<file path="config.mk">
export PLATFORM = sky130hd
export DESIGN_NAME = stream_comp_gen_invoke_flat
export DESIGN_NICKNAME = d
export VERILOG_FILES = /design/src/rtl/stream_comp_gen_invoke_pkg.sv /design/src/rtl/stream_comp_gen_invoke_if.sv /design/src/rtl/stream_comp_reduce_alu.sv /design/src/rtl/stream_comp_gen_invoke.sv /design/src/flat_wrapper.sv
export SDC_FILE = /design/constraint.sdc
export NUM_CORES = 1
export LEC_CHECK = 0
export ABC_CLOCK_PERIOD_IN_PS = 4900
export CAP_MARGIN = 25
export CORE_MARGIN = 8
export CORE_UTILIZATION = 40
export DETAILED_ROUTE_END_ITERATION = 10
export HOLD_SLACK_MARGIN = 0.12
export SLEW_MARGIN = 20
export SYNTH_ARGS = -nofsm -noshare
export SYNTH_HDL_FRONTEND = slang
export SYNTH_SLANG_ARGS = --single-unit
</file>
<file path="constraint.sdc">
create_clock -name clk -period 4.9 [get_ports clk]
set_input_delay 0.98 -clock clk [delete_from_list [all_inputs] [get_ports clk]]
set_output_delay 0.98 -clock clk [all_outputs]
set_load 0.1 [all_outputs]
</file>
<file path="src/rtl/stream_comp_gen_invoke_pkg.sv">
// Shared definitions for the stream-compute invoke block: mode and opcode
// encodings, FSM state type and an address-width helper.
package stream_comp_gen_invoke_pkg;

    localparam int unsigned MODE_W = 2;
    localparam logic [MODE_W-1:0] MODE_CMD  = 2'b00;
    localparam logic [MODE_W-1:0] MODE_DATA = 2'b01;
    localparam logic [MODE_W-1:0] MODE_COMP = 2'b10;

    // Reduction opcodes, taken from the low bits of the latched command.
    localparam int unsigned OP_W = 3;
    localparam logic [OP_W-1:0] OP_SUM    = 3'd0;
    localparam logic [OP_W-1:0] OP_SATSUM = 3'd1;
    localparam logic [OP_W-1:0] OP_MAX    = 3'd2;
    localparam logic [OP_W-1:0] OP_MIN    = 3'd3;
    localparam logic [OP_W-1:0] OP_NZCNT  = 3'd4;

    typedef enum logic [2:0] {
        StIdle,
        StCmdRd,
        StCmdLatch,
        StDataRd,
        StComp,
        StDone
    } state_e;

    // Bits needed to hold values 0..n-1; never less than 1.
    function automatic int unsigned log2_ceil(input int unsigned n);
        int unsigned r;
        r = 1;
        while ((r < 32) && ((32'd1 << r) < n)) begin
            r = r + 1;
        end
        return r;
    endfunction

endpackage

</file>
<file path="src/rtl/stream_comp_gen_invoke_if.sv">
// Scheduler/FIFO-side bundle of the invoke block. The block itself uses the
// slave view; whatever drives the FIFO heads and invoke uses the master view.
interface stream_comp_gen_invoke_if
    import stream_comp_gen_invoke_pkg::*;
#(
    parameter int unsigned width = 16
);
    logic              invoke;
    logic [MODE_W-1:0] next_mode_in;
    logic [width-1:0]  data_in;
    logic [width-1:0]  length_in;
    logic [width-1:0]  command_in;
    logic              rd_data;
    logic              rd_length;
    logic              rd_command;
    logic              wr_result;
    logic [width-1:0]  result_out;
    logic [MODE_W-1:0] next_mode_out;
    logic [width-1:0]  length_out;
    logic              FC;
    logic              busy;
    logic              err;

    modport master (
        output invoke, next_mode_in, data_in, length_in, command_in,
        input  rd_data, rd_length, rd_command, wr_result, result_out,
               next_mode_out, length_out, FC, busy, err
    );

    modport slave (
        input  invoke, next_mode_in, data_in, length_in, command_in,
        output rd_data, rd_length, rd_command, wr_result, result_out,
               next_mode_out, length_out, FC, busy, err
    );

endinterface

</file>
<file path="src/rtl/stream_comp_reduce_alu.sv">
// One combinational reduction step: folds a token into the accumulator.
// The accumulator carries one extra bit so a saturating add can see overflow.
module stream_comp_reduce_alu
    import stream_comp_gen_invoke_pkg::*;
#(
    parameter int unsigned width = 16
) (
    input  logic [width:0]    acc_i,
    input  logic [width-1:0]  token_i,
    input  logic [OP_W-1:0]   op_i,
    output logic [width:0]    acc_o
);
    localparam int unsigned AccW = width + 1;
    localparam logic [AccW-1:0] SatMax = {1'b0, {width{1'b1}}};

    logic [AccW-1:0] tok_ext;
    logic [AccW-1:0] sum;

    // Next accumulator value for the selected operator.
    always_comb begin
        tok_ext = {1'b0, token_i};
        sum     = acc_i + tok_ext;
        acc_o   = acc_i;
        case (op_i)
            OP_SUM:    acc_o = {1'b0, sum[width-1:0]};
            OP_SATSUM: acc_o = sum[width] ? SatMax : sum;
            OP_MAX:    if (tok_ext > acc_i) acc_o = tok_ext;
            OP_MIN:    if (tok_ext < acc_i) acc_o = tok_ext;
            OP_NZCNT:  if (token_i != '0) acc_o = acc_i + AccW'(1);
            default:   acc_o = acc_i;
        endcase
    end

endmodule

</file>
<file path="src/rtl/stream_comp_gen_invoke.sv">
// CFDF stream-compute invoke FSM: each firing runs one mode (fetch command,
// fetch data into local RAM, or reduce the stored tokens into one result).
module stream_comp_gen_invoke
    import stream_comp_gen_invoke_pkg::*;
#(
    parameter int unsigned width   = 16,
    parameter int unsigned max_len = 32
) (
    input logic                     clk,
    input logic                     rst,
    stream_comp_gen_invoke_if.slave bus
);
    localparam int unsigned AW   = log2_ceil(max_len);
    localparam int unsigned CW   = log2_ceil(max_len + 1);
    localparam int unsigned AccW = width + 1;

    state_e            state_q, state_d;
    logic              rd_data_q, rd_data_d;
    logic              rd_length_q, rd_length_d;
    logic              rd_command_q, rd_command_d;
    logic              wr_result_q, wr_result_d;
    logic [width-1:0]  result_q, result_d;
    logic [MODE_W-1:0] next_mode_q, next_mode_d;
    logic [width-1:0]  length_q, length_d;
    logic [width-1:0]  command_q, command_d;
    logic              fc_q, fc_d;
    logic              busy_q, busy_d;
    logic              err_q, err_d;
    logic [CW-1:0]     cnt_q, cnt_d;
    logic [CW-1:0]     wr_cnt_q, wr_cnt_d;
    logic              wr_pend_q, wr_pend_d;
    logic [AccW-1:0]   acc_q, acc_d;

    logic [width-1:0]  mem_q [max_len];
    logic              mem_we;
    logic [AW-1:0]     mem_waddr;

    logic              len_ok;
    logic              op_ok;
    logic [OP_W-1:0]   op;
    logic [width-1:0]  token;
    logic [AccW-1:0]   acc_init;
    logic [AccW-1:0]   acc_step;

    function automatic logic length_legal(input logic [width-1:0] len);
        return (len != '0) && (32'(len) <= max_len);
    endfunction

    // Decode of latched command/length shared by the FSM.
    always_comb begin
        len_ok   = length_legal(length_q);
        op_ok    = (command_q <= width'(OP_NZCNT));
        op       = command_q[OP_W-1:0];
        token    = mem_q[cnt_q[AW-1:0]];
        acc_init = (op_ok && (op == OP_MIN)) ? {1'b0, {width{1'b1}}} : '0;
    end

    stream_comp_reduce_alu #(
        .width (width)
    ) u_alu (
        .acc_i   (acc_q),
        .token_i (token),
        .op_i    (op),
        .acc_o   (acc_step)
    );

    // Next-state and registered-output logic.
    always_comb begin
        state_d      = state_q;
        rd_data_d    = 1'b0;
        rd_length_d  = 1'b0;
        rd_command_d = 1'b0;
        wr_result_d  = 1'b0;
        fc_d         = 1'b0;
        wr_pend_d    = 1'b0;
        result_d     = result_q;
        next_mode_d  = next_mode_q;
        length_d     = length_q;
        command_d    = command_q;
        err_d        = err_q;
        cnt_d        = cnt_q;
        wr_cnt_d     = wr_cnt_q;
        acc_d        = acc_q;
        mem_we       = 1'b0;
        mem_waddr    = wr_cnt_q[AW-1:0];

        unique case (state_q)
            StIdle: begin
                if (bus.invoke) begin
                    case (bus.next_mode_in)
                        MODE_CMD: begin
                            state_d      = StCmdRd;
                            rd_length_d  = 1'b1;
                            rd_command_d = 1'b1;
                            err_d        = 1'b0;
                        end
                        MODE_DATA: begin
                            if (len_ok) begin
                                state_d   = StDataRd;
                                rd_data_d = 1'b1;
                                cnt_d     = CW'(1);
                                wr_cnt_d  = '0;
                            end else begin
                                state_d = StDone;
                                fc_d    = 1'b1;
                                err_d   = 1'b1;
                            end
                        end
                        MODE_COMP: begin
                            if (len_ok) begin
                                state_d = StComp;
                                cnt_d   = '0;
                                acc_d   = acc_init;
                            end else begin
                                state_d = StDone;
                                fc_d    = 1'b1;
                                err_d   = 1'b1;
                            end
                        end
                        default: begin
                            state_d = StDone;
                            fc_d    = 1'b1;
                            err_d   = 1'b1;
                        end
                    endcase
                end
            end
            // Pop issued last cycle; FIFO heads become valid during this one.
            StCmdRd: state_d = StCmdLatch;
            StCmdLatch: begin
                length_d  = bus.length_in;
                command_d = bus.command_in;
                fc_d      = 1'b1;
                state_d   = StDone;
                if (length_legal(bus.length_in)) begin
                    next_mode_d = MODE_DATA;
                end else begin
                    next_mode_d = MODE_CMD;
                    err_d       = 1'b1;
                end
            end
            // Pops run ahead of writes by one cycle (FIFO read latency).
            StDataRd: begin
                if (32'(cnt_q) < 32'(length_q)) begin
                    rd_data_d = 1'b1;
                    cnt_d     = cnt_q + CW'(1);
                end
                wr_pend_d = rd_data_q;
                if (wr_pend_q) begin
                    mem_we   = 1'b1;
                    wr_cnt_d = wr_cnt_q + CW'(1);
                    if (32'(wr_cnt_q) + 32'd1 == 32'(length_q)) begin
                        state_d     = StDone;
                        fc_d        = 1'b1;
                        next_mode_d = MODE_COMP;
                    end
                end
            end
            StComp: begin
                if (32'(cnt_q) < 32'(length_q)) begin
                    acc_d = acc_step;
                    cnt_d = cnt_q + CW'(1);
                end else begin
                    result_d    = op_ok ? acc_q[width-1:0] : '0;
                    wr_result_d = 1'b1;
                    fc_d        = 1'b1;
                    err_d       = err_q | ~op_ok;
                    next_mode_d = MODE_CMD;
                    state_d     = StDone;
                end
            end
            StDone:  state_d = StIdle;
            default: state_d = StIdle;
        endcase

        busy_d = (state_d != StIdle);
    end

    // State and output registers; reset aborts any firing in progress.
    always_ff @(posedge clk or negedge rst) begin
        if (!rst) begin
            state_q      <= StIdle;
            rd_data_q    <= 1'b0;
            rd_length_q  <= 1'b0;
            rd_command_q <= 1'b0;
            wr_result_q  <= 1'b0;
            result_q     <= '0;
            next_mode_q  <= MODE_CMD;
            length_q     <= '0;
            command_q    <= '0;
            fc_q         <= 1'b0;
            busy_q       <= 1'b0;
            err_q        <= 1'b0;
            cnt_q        <= '0;
            wr_cnt_q     <= '0;
            wr_pend_q    <= 1'b0;
            acc_q        <= '0;
        end else begin
            state_q      <= state_d;
            rd_data_q    <= rd_data_d;
            rd_length_q  <= rd_length_d;
            rd_command_q <= rd_command_d;
            wr_result_q  <= wr_result_d;
            result_q     <= result_d;
            next_mode_q  <= next_mode_d;
            length_q     <= length_d;
            command_q    <= command_d;
            fc_q         <= fc_d;
            busy_q       <= busy_d;
            err_q        <= err_d;
            cnt_q        <= cnt_d;
            wr_cnt_q     <= wr_cnt_d;
            wr_pend_q    <= wr_pend_d;
            acc_q        <= acc_d;
        end
    end

    // Token RAM; contents are don't-care after reset.
    always_ff @(posedge clk) begin
        if (mem_we) begin
            mem_q[mem_waddr] <= bus.data_in;
        end
    end

    assign bus.rd_data       = rd_data_q;
    assign bus.rd_length     = rd_length_q;
    assign bus.rd_command    = rd_command_q;
    assign bus.wr_result     = wr_result_q;
    assign bus.result_out    = result_q;
    assign bus.next_mode_out = next_mode_q;
    assign bus.length_out    = length_q;
    assign bus.FC            = fc_q;
    assign bus.busy          = busy_q;
    assign bus.err           = err_q;

endmodule

</file>
<file path="src/flat_wrapper.sv">
// flat-port wrapper written by rule: the top's interface ports become plain ports
module stream_comp_gen_invoke_flat import stream_comp_gen_invoke_pkg::*;
#(
    parameter int unsigned width   = 16,
    parameter int unsigned max_len = 32
)
  (clk, rst, bus_invoke, bus_next_mode_in, bus_data_in, bus_length_in, bus_command_in, bus_rd_data, bus_rd_length, bus_rd_command, bus_wr_result, bus_result_out, bus_next_mode_out, bus_length_out, bus_FC, bus_busy, bus_err);
  stream_comp_gen_invoke_if #(.width(width)) bus_i ();
  input logic clk;
  input logic rst;
  input wire logic [$bits(bus_i.invoke)-1:0] bus_invoke;
  input wire logic [$bits(bus_i.next_mode_in)-1:0] bus_next_mode_in;
  input wire logic [$bits(bus_i.data_in)-1:0] bus_data_in;
  input wire logic [$bits(bus_i.length_in)-1:0] bus_length_in;
  input wire logic [$bits(bus_i.command_in)-1:0] bus_command_in;
  output wire logic [$bits(bus_i.rd_data)-1:0] bus_rd_data;
  output wire logic [$bits(bus_i.rd_length)-1:0] bus_rd_length;
  output wire logic [$bits(bus_i.rd_command)-1:0] bus_rd_command;
  output wire logic [$bits(bus_i.wr_result)-1:0] bus_wr_result;
  output wire logic [$bits(bus_i.result_out)-1:0] bus_result_out;
  output wire logic [$bits(bus_i.next_mode_out)-1:0] bus_next_mode_out;
  output wire logic [$bits(bus_i.length_out)-1:0] bus_length_out;
  output wire logic [$bits(bus_i.FC)-1:0] bus_FC;
  output wire logic [$bits(bus_i.busy)-1:0] bus_busy;
  output wire logic [$bits(bus_i.err)-1:0] bus_err;
  assign bus_i.invoke = bus_invoke;
  assign bus_i.next_mode_in = bus_next_mode_in;
  assign bus_i.data_in = bus_data_in;
  assign bus_i.length_in = bus_length_in;
  assign bus_i.command_in = bus_command_in;
  assign bus_rd_data = bus_i.rd_data;
  assign bus_rd_length = bus_i.rd_length;
  assign bus_rd_command = bus_i.rd_command;
  assign bus_wr_result = bus_i.wr_result;
  assign bus_result_out = bus_i.result_out;
  assign bus_next_mode_out = bus_i.next_mode_out;
  assign bus_length_out = bus_i.length_out;
  assign bus_FC = bus_i.FC;
  assign bus_busy = bus_i.busy;
  assign bus_err = bus_i.err;
  stream_comp_gen_invoke #(.width(width), .max_len(max_len)) u_core (.clk(clk), .rst(rst), .bus(bus_i));
endmodule
</file>
==> results.txt <==
----------------------------------------------------
[GRT]
  Vias in the first global route ... 15.9k
  Pin count of the biggest net entering global routing ... 47
  Overall track demand over capacity in global routing ... 0.175
  Initial antenna violation count ... 0
  Global-route congestion overflow total ... 0
  Global-route wire length before repair ... 100000 um

[Critical path]
  Cell family contributing the most delay on the critical path ... compound AO/OA/AOI/OAI gates
  Crit path buffers/inverters ... 4
  Path type of the worst setup path ... reg -> reg
  Data arrival time of the critical path ... 5120 ps
  Dominant cell type by count on the critical path ... buf_4
  Type of destination of the critical path ... flip-flop
  Capture instance of the worst register-to-register path ... u_core.acc_q[2]$_DFFE_PN0P_
  Startpoint kind of the worst setup timing path ... flip-flop
  Critical path's largest stage delay ... 710 ps
  Worst setup endpoint ... u_core.acc_q[2]$_DFFE_PN0P_
  Register-to-register setup slack ... 270 ps
  Crit Reg-Reg Startpoint ... u_core.cnt_q[2]$_DFFE_PN0P_
  Critical-path cell with the highest stage delay ... dfrtp_2
  Crit path max fanout ... 27
  Number of cells on the critical path ... 17
  Critical path startpoint ... u_core.cnt_q[2]$_DFFE_PN0P_
  Path depth of the worst reg2reg path ... 17
  Critical Path RT ... 5400 ps
  List of cells traversed by the critical path ... buf_4 -> buf_4 -> mux4_2 -> a22oi_1 -> nand3_1 -> and2_1 -> ha_1 -> nand2_1 -> nor4_1 -> buf_4 -> a31oi_1 -> a31o_2 -> a211oi_1 -> a31oi_1 -> o21a_1 -> buf_12 -> mux2_4

[STA]
  Final sum of negative setup slack ... 0 ps
  Highest Clock Rate ... about 220 MHz
  Count of pins over their slew limit ... 0
  Layout Skew ... 56.2 ps
  Unrepaired setup endpoints after global routing ... false
  Setup violators final ... 0
  Minimum clock period after layout ... approximately 4600 ps
  Max-Slew Margin vs Limit ... 0.319
  Measured slew at the worst slew-check pin ... 1020 ps
  Final Cycle Share ... 0.944
  Final hold viol count ... 0

[Min path]
  Worst hold path class ... in -> async

[Route]
  Router iterations before antenna repair ... 5
  Residual antenna-violating net count after detailed routing ... 0
  Sum of routed wire length over all layers ... 66200 um
  Violation count after the first detailed-routing iteration ... 1297
  Drt drc ... 0
  Detail-routed net length per standard cell ... 23.7 um
  Total number of vias ... 15.5k
  Vias per cell ... 5.58

[Synthesis]
  FF+latch count, synth ... between 600 and 700
  Number of warning messages in the yosys log ... 0
  Predominant post-synthesis flop cell ... edfxtp_1
  Post-synth ARST share ... 0.148
  Share of the yosys chip area belonging to registers ... 0.671
  Cell area after synthesis ... 0.0262 mm2
  Post-synth EDFFs ... 512
  Mean instance size in the synthesized netlist ... 15.7 um2
  Synthesized instance count ... about 1.7k
  Synth cell types ... 77
  Net count of the mapped netlist ... 1782

[Floorplanning]
  Initial standard-cell utilization of the core ... 0.401
  Top-level I/O count ... 94
  CORE AREA ... 0.0654 mm2
  Overall die width ... 272 um
  Number of cell rows ... 94
  Chip height ... 272 um
  Total die area ... about 0.074 mm2

[Finish]
  Finished layout cell area ... 0.0308 mm2
  Layout overhead on the synthesized area ... 17.5%
  Count of nets after finishing ... 1981
  Area occupied by multi-input gates ... 0.00803 mm2
  Ratio of cells with drive above 1 in the final layout ... 0.203
  Non-filler cells in the finished layout ... 2787
  Flip-flop and latch area ... between 0.015 and 0.02 mm2
  Ant. Diodes ... 0
  Layout fillers ... 5692

[Run status]
  Outcome ... completed

[Placed design]
  Count of input and output buffers ... 93
  HPWL after detailed placement ... 45100 um
  Cell area reported after detailed placement ... 0.0288 mm2
  Final GP Congestion ... 0.936
  Placed Instances ... 2664

[Clocking]
  Clock tree buffer depth ... 3
  Total number of H-tree levels ... 2
  TritonCTS clock tree ... yes
  Number of sinks on the clock net ... about 600
  Clock transition at the registers of the reported paths ... around 60 ps
  Post-cts hold buffer count ... 0
  Master cell of the clock root buffer ... clkbuf_16
  Clock buffers created by TritonCTS ... 60
  Clock Latency Late Sink ... around 650 ps

[Power]
  Peak VDD IR ... 323 uV
  Leakage power ... 10.8 nW
  Areal power density over the cells ... roughly 560 mW/mm2
  Power after layout ... 17.3 mW

[Job]
  Max_cap viols ... 0

----------------------------------------------------
[registers in the layout (all words and copies together), names as in the netlist]
| name | cells |
|---|---|
| u_core.mem_q | 512 |
| u_core.acc_q | 17 |
| u_core.bus.length_out | 16 |
| u_core.bus.result_out | 16 |
| u_core.command_q | 16 |
| u_core.cnt_q | 6 |
| u_core.wr_cnt_q | 6 |
| u_core.state_q | 3 |
| u_core.bus.next_mode_out | 2 |
| u_core.bus.FC | 1 |
| u_core.bus.busy | 1 |
| u_core.bus.err | 1 |
| u_core.bus.rd_data | 1 |
| u_core.bus.rd_length | 1 |
| u_core.bus.wr_result | 1 |
| u_core.wr_pend_q | 1 |
[placed cells by master, fill, tap and decap left out, types with 10 or more instances in the layout]
cell             Yosys  layout
clkbuf_1            38      10
a31oi_1             13      13
a221oi_1            13      12
mux2_2              42      42
a22oi_1             31      31
nor2_1              91      90
mux2i_1             70      70
o22ai_1             13      13
a21o_1              10      10
a21oi_1             52      52
dfrtp_1             89      85
xor2_1              13      13
inv_1               47      47
nand2_1             97      97
o22a_1              10      10
edfxtp_1           512     512
a22o_1              14      14
nor2b_1             16      15
o221ai_1            11      11
ha_1                54      54
buf_2               12      11
a211oi_1            14      13
and2_1              12      12
nand3_1             56      54
mux4_2              87      87
xnor2_1             29      29
nand4_1             17      17
clkinv_1             1      12
clkinv_2             0      17
o21ai_0             47      47
clkdlybuf4s50_1      0      81
nor3_1              17      17
buf_4               12     112
clkbuf_16            0      62
[timing repair]
action,CTS,global route
resized for setup,0,8
endpoints found under the setup margin,0,17
setup buffers,0,8
[through the flow]
step / utilization / setup slack [ps] / hold WS, ps
detailed placement: 0.440 / 162 / 455
global route: 0.472 / 22.1 / 385
CTS: 0.470 / 130 / 349
floorplan: - / 610 / 481
global placement: 0.440 / 158 / 450
finish: 0.472 / 274 / 369
[area by class of cell]
type,instances,share of cell area
Clock buffer,70,0.0499
Multi-Input combinational cell,942,0.260
Sequential cell,601,0.571
Inverter,48,0.00584
Timing Repair Buffer,220,0.0656
Tap cell,864,0.0351
Clock inverter,42,0.0120
[worst min path at each step]
| stage | from | endpoint | slack (ps) | cells after the start |
|---|---|---|---|---|
| after detailed placement | u_core.bus.result_out[8]$_DFFE_PN0P_ | u_core.bus.result_out[8]$_DFFE_PN0P_ | 460 | 2 |
| final | rst | u_core.bus.next_mode_out[1]$_DFFE_PN0P_ | 370 | 1 |
| after CTS | rst | u_core.cnt_q[5]$_DFFE_PN0P_ | 350 | 1 |
| after global placement | u_core.bus.result_out[14]$_DFFE_PN0P_ | u_core.bus.result_out[14]$_DFFE_PN0P_ | 450 | 2 |
| after floorplan | u_core.command_q[10]$_DFFE_PN0P_ | u_core.command_q[10]$_DFFE_PN0P_ | 480 | 1 |
| after global routing | rst | u_core.bus.next_mode_out[1]$_DFFE_PN0P_ | 390 | 1 |
[kinds of logic after synthesis]
group | count (synthesis) | share of synthesized area
xor gates and xnor gates | 42 | 0.0140
buffers and inverters | 131 | 0.0247
muxes | 203 | 0.122
adders and majority gates | 55 | 0.0265
DFF | 601 | 0.671
and+or+nand+nor | 368 | 0.0686
AOI/OAI and AO/OA | 274 | 0.0732
[synth_stat cells (5+ instances only)]
cell        n  area (um2)
a31oi_1    13        81.3
and4_1      5        43.8
o21a_1      8        60.1
buf_2      12        60.1
a211oi_1   14         105
xor2_1     13         114
a22o_1     14         123
edfxtp_1  512       15400
nor3_1     17        85.1
mux2i_1    70         701
nand3_1    56         280
nor2b_1    16         100
nand4_1    17         106
and3_1      8        50.1
a21o_1     10        75.1
or2_2       6        37.5
buf_1      10        37.5
nand2b_1    9        56.3
o22ai_1    13        81.3
o221ai_1   11        96.3
clkbuf_1   38         143
a211o_1     5        43.8
a21oi_1    52         260
a22oi_1    31         233
o31ai_1     5        37.5
buf_4      12        90.1
nor2_1     91         342
ha_1       54         676
and2_1     12        75.1
dfrtp_1    89        2230
mux2_2     42         473
o22a_1     10        87.6
nor4_1     10        62.6
inv_1      47         176
xnor2_1    29         254
a221oi_1   13         114
mux4_2     87        1960
nand2_1    97         364
buf_6       9         101
o21ai_0    47         235
[per-layer routing]
| metal | routed length, um | up-vias | track usage |
|---|---|---|---|
| li1 | - | 6973 | - |
| met1 | 28900 | 8016 | 0.238 |
| met2 | 32200 | 468 | 0.295 |
| met3 | 3730 | 84 | 0.0254 |
| met4 | 1350 | 0 | 0.0458 |
| met5 | 0 | - | 0 |
[where the power goes]
part | leakage [nW] | total [mW] | switching [mW] | internal (mW)
Clock | 0.928 | 4.42 | 1.95 | 2.47
Sequential | 5.72 | 6.28 | 0.464 | 5.82
Combinational | 4.10 | 6.60 | 3.89 | 2.71
No activity file was read; power rests on OpenSTA's default activity.
